## config.mk

```make
export PLATFORM = sky130hd
export DESIGN_NAME = mul_long_unit_flat
export DESIGN_NICKNAME = d
export VERILOG_FILES = /design/src/rtl/mul_long_unit_if.sv /design/src/rtl/mul_long_unit.sv /design/src/flat_wrapper.sv
export SDC_FILE = /design/constraint.sdc
export NUM_CORES = 1
export LEC_CHECK = 0
export CAP_MARGIN = 15
export CORE_MARGIN = 2
export CORE_UTILIZATION = 50
export CTS_CLUSTER_SIZE = 28
export DETAILED_ROUTE_END_ITERATION = 12
export PLACE_DENSITY = 0.76
export SLEW_MARGIN = 20
export SYNTH_ARGS = -nofsm -noshare
export SYNTH_HDL_FRONTEND = slang
export SYNTH_SLANG_ARGS = --single-unit
```

## constraint.sdc

```tcl
create_clock -name clk -period 3.17 [get_ports clk]
set_clock_uncertainty 0.1 [all_clocks]
set_input_delay 0.634 -clock clk [delete_from_list [all_inputs] [get_ports clk]]
set_output_delay 0.634 -clock clk [all_outputs]
set_load 0.01 [all_outputs]
```

## src/rtl/mul_long_unit_if.sv

```systemverilog
// mul_long_unit_if: request/result bundle between the controller and the
// iterative long multiplier. The master (controller side) drives the request
// and operands; the slave (the multiplier) drives the status and results.
interface mul_long_unit_if #(
   parameter int WIDTH = 32
);
   logic             start;
   logic [1:0]       MulOp;
   logic [WIDTH-1:0] a;
   logic [WIDTH-1:0] b;
   logic             busy;
   logic             done;
   logic [WIDTH-1:0] Result;
   logic [WIDTH-1:0] ResultExtra;
   logic [1:0]       MulFlags;

   modport master (
      output start, MulOp, a, b,
      input  busy, done, Result, ResultExtra, MulFlags
   );

   modport slave (
      input  start, MulOp, a, b,
      output busy, done, Result, ResultExtra, MulFlags
   );
endinterface

```

## src/rtl/mul_long_unit.sv

```systemverilog
// mul_long_unit: iterative shift-add multiplier for MUL, UMULL and SMULL.
// One multiplier bit is consumed per cycle (LSB first). Signed operands are
// converted to magnitudes on accept and the product is negated in FIX.
// Optional build macro MUL_EARLY_TERM_EN: when defined, RUN exits as soon as
// the unconsumed multiplier bits are all zero, applying the outstanding shift
// in a single step. When undefined the latency is fixed at WIDTH+2 cycles.
module mul_long_unit #(
   parameter int WIDTH = 32,
   parameter int CNT_W = 6
) (
   input logic            clk,
   input logic            reset,
   mul_long_unit_if.slave bus
);

   typedef enum logic [1:0] {
      IDLE,
      RUN,
      FIX,
      DONE
   } stateType;

   stateType           state;
   logic [CNT_W-1:0]   cnt;
   logic [WIDTH-1:0]   mcand;
   logic [2*WIDTH-1:0] prod;
   logic               neg;
   logic               isLong;
   logic               busyReg;
   logic               doneReg;
   logic [WIDTH-1:0]   resultReg;
   logic [WIDTH-1:0]   resultExtraReg;
   logic [1:0]         flagsReg;

   logic [WIDTH:0]     partialSum;
   logic [2*WIDTH-1:0] stepProd;
   logic               lastIter;

   // One shift-add step: conditional add into the high half keeping the
   // carry, then shift {carry, high, low/multiplier} right by one.
   always_comb begin
      partialSum = {1'b0, prod[2*WIDTH-1:WIDTH]} + (prod[0] ? {1'b0, mcand} : '0);
      stepProd   = {partialSum, prod[WIDTH-1:1]};
      lastIter   = (cnt == CNT_W'(WIDTH - 1));
   end

`ifdef MUL_EARLY_TERM_EN
   logic [WIDTH-1:0]   restMask;
   logic               restZero;
   logic [CNT_W-1:0]   restShift;
   logic [2*WIDTH-1:0] earlyProd;

   // After this step the unconsumed multiplier bits sit in the bottom
   // WIDTH-1-cnt bits of the low half; if they are zero, finish the shift now.
   always_comb begin
      restMask  = {WIDTH{1'b1}} >> (cnt + CNT_W'(1));
      restZero  = ((stepProd[WIDTH-1:0] & restMask) == '0) && !lastIter;
      restShift = CNT_W'(WIDTH - 1) - cnt;
      earlyProd = stepProd >> restShift;
   end
`endif

   // Control FSM and datapath registers: accept, iterate, sign-fix, publish.
   always_ff @(posedge clk) begin
      if (reset) begin
         state          <= IDLE;
         cnt            <= '0;
         mcand          <= '0;
         prod           <= '0;
         neg            <= 1'b0;
         isLong         <= 1'b0;
         busyReg        <= 1'b0;
         doneReg        <= 1'b0;
         resultReg      <= '0;
         resultExtraReg <= '0;
         flagsReg       <= '0;
      end else begin
         case (state)
            IDLE: begin
               doneReg <= 1'b0;
               if (bus.start) begin
                  if (bus.MulOp == 2'b11) begin
                     mcand <= bus.a[WIDTH-1] ? ('0 - bus.a) : bus.a;
                     prod  <= {{WIDTH{1'b0}}, (bus.b[WIDTH-1] ? ('0 - bus.b) : bus.b)};
                     neg   <= bus.a[WIDTH-1] ^ bus.b[WIDTH-1];
                  end else begin
                     mcand <= bus.a;
                     prod  <= {{WIDTH{1'b0}}, bus.b};
                     neg   <= 1'b0;
                  end
                  isLong  <= bus.MulOp[1];
                  cnt     <= '0;
                  busyReg <= 1'b1;
                  state   <= RUN;
               end
            end
            RUN: begin
`ifdef MUL_EARLY_TERM_EN
               if (restZero) begin
                  prod  <= earlyProd;
                  state <= FIX;
               end else begin
                  prod <= stepProd;
                  cnt  <= cnt + CNT_W'(1);
                  if (lastIter) begin
                     state <= FIX;
                  end
               end
`else
               prod <= stepProd;
               cnt  <= cnt + CNT_W'(1);
               if (lastIter) begin
                  state <= FIX;
               end
`endif
            end
            FIX: begin
               if (neg) begin
                  prod <= '0 - prod;
               end
               state <= DONE;
            end
            DONE: begin
               resultReg      <= prod[WIDTH-1:0];
               resultExtraReg <= isLong ? prod[2*WIDTH-1:WIDTH] : '0;
               if (isLong) begin
                  flagsReg <= {prod[2*WIDTH-1], (prod == '0)};
               end else begin
                  flagsReg <= {prod[WIDTH-1], (prod[WIDTH-1:0] == '0)};
               end
               doneReg <= 1'b1;
               busyReg <= 1'b0;
               state   <= IDLE;
            end
            default: begin
               state <= IDLE;
            end
         endcase
      end
   end

   assign bus.busy        = busyReg;
   assign bus.done        = doneReg;
   assign bus.Result      = resultReg;
   assign bus.ResultExtra = resultExtraReg;
   assign bus.MulFlags    = flagsReg;

endmodule

```

## src/flat_wrapper.sv

```systemverilog
// flat-port wrapper written by rule: the top's interface ports become plain ports
module mul_long_unit_flat 
#(
   parameter int WIDTH = 32,
   parameter int CNT_W = 6
)
  (clk, reset, bus_start, bus_MulOp, bus_a, bus_b, bus_busy, bus_done, bus_Result, bus_ResultExtra, bus_MulFlags);
  mul_long_unit_if #(.WIDTH(WIDTH)) bus_i ();
  input logic clk;
  input logic reset;
  input wire logic [$bits(bus_i.start)-1:0] bus_start;
  input wire logic [$bits(bus_i.MulOp)-1:0] bus_MulOp;
  input wire logic [$bits(bus_i.a)-1:0] bus_a;
  input wire logic [$bits(bus_i.b)-1:0] bus_b;
  output wire logic [$bits(bus_i.busy)-1:0] bus_busy;
  output wire logic [$bits(bus_i.done)-1:0] bus_done;
  output wire logic [$bits(bus_i.Result)-1:0] bus_Result;
  output wire logic [$bits(bus_i.ResultExtra)-1:0] bus_ResultExtra;
  output wire logic [$bits(bus_i.MulFlags)-1:0] bus_MulFlags;
  assign bus_i.start = bus_start;
  assign bus_i.MulOp = bus_MulOp;
  assign bus_i.a = bus_a;
  assign bus_i.b = bus_b;
  assign bus_busy = bus_i.busy;
  assign bus_done = bus_i.done;
  assign bus_Result = bus_i.Result;
  assign bus_ResultExtra = bus_i.ResultExtra;
  assign bus_MulFlags = bus_i.MulFlags;
  mul_long_unit #(.WIDTH(WIDTH), .CNT_W(CNT_W)) u_core (.clk(clk), .reset(reset), .bus(bus_i));
endmodule
```

; ---- Word level (Yosys, flattened, before mapping)
; Index checks and enable logic that the tools add are counted.
[classes]
n_addsub = 5
eq_ne = 8
mux = 19
bitwise = 1
reduce_logical = 11
[ops]
columns = op, n
row1 = 32-bit two-way mux, 6
row2 = 64-bit one-hot mux with 3 select lines, 1
row3 = 64-bit two-way mux, 2
row4 = 64-bit zero test, 1
row5 = "1-bit by 32-bit subtractor with 32-bit output, first input constant", 2
row6 = "1-bit by 64-bit subtractor with 64-bit output, first input constant", 1
row7 = 32-bit by 33-bit adder with 33-bit output, 1
row8 = 32-bit zero test, 1
row9 = 6-bit one-hot mux with 2 select lines, 1
row10 = 2-bit one-hot mux with 4 select lines, 1
row11 = 2-bit AND reduction, 4
row12 = "6-bit by 1-bit adder with 6-bit output, second input constant", 1
row13 = "2-bit == test, second input constant", 3
row14 = "6-bit by 5-bit == test with 1-bit output, second input constant", 1
row15 = 2-bit two-way mux, 3
row16 = 6-bit two-way mux, 1
row17 = "2-bit by 1-bit != test with 1-bit output, second input constant", 2
row18 = 1-bit one-hot mux with 2 select lines, 2
row19 = 2-bit nonzero test, 2
row20 = 3-bit AND reduction, 1
row21 = 3-bit nonzero test, 1
row22 = "2-bit by 1-bit == test with 1-bit output, second input constant", 1
row23 = 2-bit zero test, 1
row24 = 1-bit two-way mux, 2
row25 = other kinds (2), 2
[word_totals]
reg_bits = 174
in_bits = 69
out_inout_bits = 68
elab_cells = 55

; ---- Depth between registers and ports, before layout
; Gate-level depths: netlist (run 1).
[logic_depth]
word_depth = 5
depth_mapped = 14
mapped_depth_nobuf = 12

; ---- Worst setup path after synthesis (run 1)
; OpenSTA, ideal clock, no wires.
[synth_timing]
path_kind = input -> register
start = in bus_a[16]
end = reg u_core.mcand[29]
setup_time_ns = 0.070
t_arrival_ns = 3.079
required_ns = 3.000
slack_ns = -0.079
path_stages = 8
n_path_buf = 0
path_cell_list = or4_4 > or4_4 > or4_4 > or4_4 > o41ai_2 > xnor2_1 > nand2_1 > a21oi_1
[synth_via]
elab_chain_len = 3
[synth_lines]
columns = element, line_no
row1 = from (decl), flat_wrapper.sv:13  ; input wire logic [$bits(bus_i.a)-1:0] bus_a;
row2 = 1-bit by 32-bit subtractor with 32-bit output, mul_long_unit.sv:83  ; mcand <= bus.a[WIDTH-1] ? ('0 - bus.a) : bus.a;
row3 = 32-bit two-way mux, mul_long_unit.sv:83
row4 = 32-bit two-way mux, mul_long_unit.sv:82  ; if (bus.MulOp == 2'b11) begin
row5 = to (signal assigned), mul_long_unit.sv:83
row6 = to (signal assigned), mul_long_unit.sv:87  ; mcand <= bus.a;
row7 = to (decl), mul_long_unit.sv:25  ; logic [WIDTH-1:0] mcand;
; Every way passes these cells.
; A chain may end at the register's enable or synchronous reset.

; ---- Worst setup path after layout (run 1)
[layout_timing]
start = reg u_core.prod[0]
end = reg u_core.prod[60]
[layout_via]
elab_chain_len = 3
elab_cells_between_ends = 5
classes_between = add/sub (2) / mux (3)
[layout_lines]
columns = element, line_no
row1 = from (decl), mul_long_unit.sv:26  ; logic [2*WIDTH-1:0] prod;
row2 = from (signal assigned), mul_long_unit.sv:84  ; prod <= {{WIDTH{1'b0}}, (bus.b[WIDTH-1] ? ('0 - bus.b) : bus.b)};
row3 = from (signal assigned), mul_long_unit.sv:88  ; prod <= {{WIDTH{1'b0}}, bus.b};
row4 = from (signal assigned), mul_long_unit.sv:110  ; prod <= stepProd;
row5 = 1-bit by 64-bit subtractor with 64-bit output or 32-bit two-way mux (tied branches), "mul_long_unit.sv:119, mul_long_unit.sv:42"
row6 = 64-bit two-way mux or 32-bit by 33-bit adder with 33-bit output (tied branches), "mul_long_unit.sv:118, mul_long_unit.sv:42"
row7 = 64-bit one-hot mux with 3 select lines *, mul_long_unit.sv:78  ; case (state)
; Mark *: on every way between the ends. The rest lies on a longest branch, timed or not. The select of a mux whose other input is x is not followed.

==> results of run 1 <==
==> worst max path at each step <==
stage                                          to                         from  slack, ps
CTS                 u_core.mcand[29]$_SDFFE_PP0P_                    bus_a[15]          3
finish               u_core.prod[60]$_SDFFE_PP0P_  u_core.prod[0]$_SDFFE_PP0P_         70
detailed placement  u_core.mcand[29]$_SDFFE_PP0P_                    bus_a[16]       -610
floorplan           u_core.mcand[29]$_SDFFE_PP0P_                    bus_a[16]        -80
global placement    u_core.mcand[29]$_SDFFE_PP0P_                    bus_a[16]       -600
global route         u_core.prod[60]$_SDFFE_PP0P_  u_core.prod[0]$_SDFFE_PP0P_        -70
==> cell type report <==
cell class	instances	area [um2]	area share [%]
inverters	31	116	0.805
well taps	285	357	2.47
repair buffers	277	2430	16.8
clock buffers	20	447	3.09
flip-flops and latches	174	3480	24.1
multi-input cells	1198	7500	51.9
clock inverters	11	131	0.908
==> metal layers <==
layer / GRT usage [%] / part of all wire, %
met1: 39.4 / 45
met2: 47.5 / 45
met3: 4.57 / 7.8
met4: 11.4 / 2.9
met5: 0 / 0
==> synth_stat cells, types with 3 or more instances <==
master / count / area, um2
a21boi_0: 5 / 37.5
a21o_1: 24 / 180
o22ai_1: 9 / 56.3
a22oi_1: 5 / 37.5
or3_1: 22 / 138
mux2i_1: 41 / 410
nor3_1: 50 / 250
nand3b_1: 4 / 30.0
nand2b_1: 33 / 206
nor2_1: 177 / 664
ha_1: 40 / 500
dfxtp_1: 174 / 3480
nor4_1: 25 / 156
o21a_1: 7 / 52.6
o21bai_1: 3 / 22.5
inv_1: 31 / 116
o32ai_1: 3 / 26.3
a2111oi_0: 14 / 123
and2_1: 38 / 238
a211o_1: 11 / 96.3
a21oi_1: 132 / 661
o221ai_1: 3 / 26.3
o31ai_1: 12 / 90.1
or4_1: 12 / 90.1
a31oi_1: 19 / 119
nor2b_1: 26 / 163
clkbuf_1: 83 / 312
buf_1: 10 / 37.5
a32oi_1: 6 / 52.6
nand4_1: 9 / 56.3
a311oi_1: 7 / 61.3
nor3b_1: 5 / 37.5
o311ai_0: 4 / 35.0
or4_4: 4 / 45.0
a211oi_1: 32 / 240
or2_2: 5 / 31.3
xor2_1: 41 / 359
o41ai_1: 6 / 52.6
o21ai_0: 75 / 375
and3_1: 18 / 113
a221oi_1: 23 / 201
nand2_1: 121 / 454
xnor2_1: 40 / 350
nand3_1: 54 / 270
o211ai_1: 10 / 75.1
==> per-stage QoR <==
stage | cells | instance area (um2) | hold WS, ps | setup slack, ps
after CTS | 1996 | 14400 | 355 | 2.72
after global routing | 1996 | 14500 | 377 | -67.6
final | 1996 | 14500 | 354 | 73.3
after detailed placement | 1964 | 13800 | 345 | -615
after floorplan | 1497 | 11400 | 327 | -79.2
after global placement | 1964 | 13800 | 346 | -598
==> report_power, final <==
group	internal [W]	switching (W)
sequential	0.00255	0.000380
clock	0.00119	0.000956
combinational	0.00183	0.00303
total	0.00556	0.00436
==> cells by family after synthesis <==
group | count (synthesis)
and+or+nand+nor | 615
AOI/OAI and AO/OA | 419
DFF | 174
buffers and inverters | 125
xor gates and xnor gates | 81
muxes | 42
adders and majority gates | 41
==> state kept, by name, summed over array words and instances (netlist names), 2 cells and up <==
name                    count
u_core.bus.Result          32
u_core.mcand               32
u_core.cnt                  6
u_core.bus.ResultExtra     32
u_core.bus.MulFlags         2
u_core.prod                64
u_core.state                2
==> repair_timing <==
action | 4_1_cts | 5_1_grt
setup buffers | 1 | 0
resized for setup | 17 | 15
pin swaps | 7 | 5
setup endpoints to repair | 7 | 15
==> worst max-delay path, cell delays in order, from the launching register on <==
cell and delay [ps]:
dfxtp_1 380, buf_4 220, buf_4 160, and2_1 170, ha_1 250, buf_4 160, a21o_1 190, a21o_1 170
and3_1 260, a31oi_2 280, o211ai_1 190, and2_1 200, a211o_1 240
==> impl_metrics.tcl, run 1 <==
set metrics [dict create \
    numCtsBuffers 17 \
    drt-total-wl_um 36000 \
    worstPathMaxFanout 18 \
    area_growth_pct 27.0 \
    worstPathArrival_ps 3340 \
    wl_per_cell_um 18.0 \
    drv_slew 0 \
    synthAdderAreaFrac_pct 4.57 \
    clkLatencyLatePin_ps 450 \
    syn_nets 1607 \
    grt_pass1_vias 11481 \
    die_height_um 155 \
    io-pin-count 137 \
    drc_errors 0 \
    die_area_mm2 0.0240 \
    dr.pass1.iters 6 \
    fillers 1984 \
    vias_per_cell 6.16 \
    ys_types 63 \
    clkTransAtPathRegs_ps 70 \
    fmax_mhz 323 \
    power.total_w 0.00993 \
    cp-end-kind "flop" \
    required_ps 3410 \
    crit_path_start_kind "flop" \
    reg2reg_from "u_core.prod[0]$_SDFFE_PP0P_" \
    p_leak_nw 5.66 \
    mostFrequentLayoutCell "nor2_1" \
    final_util_pct 64.3 \
    synth_flop_cell "dfxtp_1" \
    holdPathStages 2 \
    tightestPinTransition_ps 956 \
    ys_seq_elements 174 \
    drive_gt1_share_pct 11.7 \
    synthesis.area_mm2 0.0114 \
    clockBufferDepth 2 \
    mostFrequentLayoutCells "nor2_1 (177), dfxtp_1 (174), buf_4 (140)" \
    cts_tree "built" \
    dr_total_vias 12299 \
    synth_xor_area_share_pct 6.23 \
    timing.final.crit_share_pct 97.7 \
    rows 55 \
    synth_edf_count 0 \
    synth_compound_area_share_pct 23.8 \
    hold_violations 0 \
    grt_max_degree 68 \
    gp_congestion 0.926 \
    port-buffer-count 136 \
    cts_root_buffer "clkbuf_16" \
    rsz0062_at_grt "yes" \
    syn_area_per_cell_um2 7.61 \
    cts.htree.levels 4 \
    maxSlewHeadroom_pct 36.3 \
    track_usage_pct 29.3 \
    initial_utilization_pct 50.6 \
    yosys_warnings 0 \
    yosys.area_share.simple_pct 26.9 \
    grt_pass1_wl_um 57400 \
    chipWidth_um 155 \
    numClockSinks 174 \
    crit_type "flop to flop" \
    diodes 0 \
    design.core.area_mm2 0.0225 \
    final_antenna_net_count 0 \
    worstReg2RegEnd "u_core.prod[60]$_SDFFE_PP0P_" \
    synth_top_family_by_area "simple AND/OR/NAND/NOR gates" \
    hpwl_um 25500 \
    maxCapViolCount 0 \
    synthCells 1497 \
    power_density_mw_per_mm2 686 \
    drt_iter0_drc 1192 \
    hold_buffers 0 \
    rrSetupSlack_ps 70 \
    setup_viol 0 \
    period_needed_ps 3100 \
    antenna_found_initial 0 \
    peakVddDrop_mv 0.678 \
    min_from "u_core.mcand[0]$_SDFFE_PP0P_" \
    r2r_cells 12 \
    nets 1809 \
    worstHoldEndpoint "u_core.mcand[0]$_SDFFE_PP0P_" \
    synthMuxAreaShare_pct 3.70 \
    tns_ps 0 \
    async_flop_share_pct 0 \
    hold_class "flop to flop" \
    ys_seq_area_share_pct 30.6 \
    overflow 0 \
    status "complete, no violations" \
]
Power figures use the tool's default switching activity.
==> run 2: changes to the inputs <==
- CTS_BUF_LIST: unset -> sky130_fd_sc_hd__clkbuf_8
==> impl_metrics.tcl, run 2 (synthesized netlist as in run 1, its figures left out) <==
set metrics [dict create \
    register_area_mm2 0.00348 \
    clkTransAtPathRegs_ps 100 \
    crit_path_start_kind "input pin" \
    path_cells "clkdlybuf4s15_1 -> or4_4 -> or4_4 -> or4_4 -> buf_4 -> nor4_1 -> buf_4 -> a21oi_1 -> xnor2_1 -> a211oi_1" \
    wl_per_cell_um 17.8 \
    antenna_found_initial 0 \
    grt_pass1_wl_um 56500 \
    cp-end-kind "flop" \
    overflow 0 \
    grt_max_degree 68 \
    initial_utilization_pct 50.6 \
    design.core.area_mm2 0.0225 \
    max_stage_delay_ps 530 \
    final.setup.worst_slack_ps 75.0 \
    worstPathMaxFanout 3 \
    drive_gt1_share_pct 11.5 \
    slowest_stage "or4_4" \
    final_util_pct 63.4 \
    dr_total_vias 12199 \
    tightestPinTransition_ps 946 \
    power_frac_comb_pct 51.7 \
    grt_pass1_vias 11349 \
    rsz0062_at_grt "no" \
    drt-total-wl_um 35600 \
    track_usage_pct 28.9 \
    cts_tree "built" \
    dpl_worst_slack_ps -615 \
    fillers 2020 \
    area_growth_pct 25.3 \
    maxSlewHeadroom_pct 37.0 \
    p_clk_share_pct 17.1 \
    io-pin-count 137 \
    fin_cells 1996 \
    drv_slew 0 \
    cp_top_family "simple AND/OR/NAND/NOR gates" \
    rows 55 \
    multi_input_area_mm2 0.00749 \
    drt_iter0_drc 1072 \
    setup_viol 0 \
    crit_buf_inv 3 \
    dp.cells 1964 \
    switching_share_pct 45.7 \
    hold_violations 0 \
    peakVddDrop_mv 0.664 \
    die_area_mm2 0.0240 \
    required_ps 3460 \
    pwr-share-seq_pct 31.2 \
    crit_type "input pin to flop" \
    regMostFlops "u_core.prod" \
    final_antenna_net_count 0 \
    power_switching_w 0.00428 \
    gp_congestion 0.926 \
    vias_per_cell 6.11 \
    crit_top_cell "or4_4" \
    largest_reg_flops 64 \
    maxCapViolCount 0 \
    power.internal_w 0.00510 \
    numClockSinks 174 \
    p_leak_nw 5.58 \
    hold_buffers 0 \
    numCtsBuffers 17 \
    drc_errors 0 \
    mostFrequentLayoutCell "nor2_1" \
    clkLatencyLatePin_ps 480 \
    clockBufferDepth 2 \
    diodes 0 \
    cts_root_buffer "clkbuf_8" \
    chipWidth_um 155 \
    hold_class "flop to flop" \
    nets 1809 \
    status "complete, no violations" \
    fmax_mhz 323 \
    mostFrequentLayoutCells "nor2_1 (177), dfxtp_1 (173), buf_4 (139)" \
    worstPathArrival_ps 3380 \
    dr.pass1.iters 6 \
    power_density_mw_per_mm2 658 \
    die_height_um 155 \
    hpwl_um 25500 \
    cts.htree.levels 4 \
    port-buffer-count 136 \
    timing.hold.ws_ps 357 \
    timing.final.crit_share_pct 97.6 \
    period_needed_ps 3090 \
]
## run 2: changes by cell type in the layout (fill, tap and decap cells not counted), sizes merged
cell / delta
dlygate4sd2: +1
buf: -1
inv: +2
clkbuf: -2
## run 2: final cells by class
class                      count  share of cell area (%)
timing repair buffer         277                    17.1
sequential                   174                    24.4
inverter                      31                   0.816
tap                          285                    2.50
clock inverter                13                   0.974
multi-input combinational   1198                    52.5
clock buffer                  18                    1.74
## run 2: power by group through the flow
stage / combinational [W] / sequential, W / clock [W]
after floorplan: 0.00313 / 0.00284 / 0
after global routing: 0.00524 / 0.00296 / 0.00170
after CTS: 0.00472 / 0.00291 / 0.00162
final: 0.00485 / 0.00293 / 0.00161
after detailed placement: 0.00469 / 0.00296 / 0
after global placement: 0.00458 / 0.00295 / 0
## run 2: tightest hold or removal path: cells and delay by family, from the launching register on
family	cells	cell delay [ps]
simple gates	1	50
compound gates	1	50
flops	1	320
## run 2: metal layers
layer,GRT usage [%],vias up,wire length (um)
met5,0,-,0
met4,11.6,0,901
met3,4.23,81,2680
met1,38.9,5664,16000
li1,-,5866,-
met2,46.6,588,16000
## run 2: worst paths after layout
path / start / to / slack (ps) / cells after the start
setup / recovery: bus_a[14] / u_core.mcand[28]$_SDFFE_PP0P_ / 80 / 10
hold / removal: u_core.mcand[0]$_SDFFE_PP0P_ / u_core.mcand[0]$_SDFFE_PP0P_ / 360 / 2
setup reg to reg: u_core.prod[0]$_SDFFE_PP0P_ / u_core.prod[41]$_SDFFE_PP0P_ / 100 / 13
hold reg to reg: u_core.mcand[0]$_SDFFE_PP0P_ / u_core.mcand[0]$_SDFFE_PP0P_ / 360 / 2
## run 2: what timing repair did
item                       in CTS  in global routing
setup buffers                   1                  0
pin swaps                       7                  1
setup endpoints to repair       7                 15
resized for setup              14                 12
## run 2: metrics by stage
stage                     TNS (ps)  total power [W]  instance area (um2)
after global placement       -4240          0.00753                13800
after CTS                        0          0.00925                14200
final                            0          0.00938                14300
after global routing             0          0.00991                14300
after detailed placement     -5190          0.00765                13800
after floorplan               -111          0.00597                11400
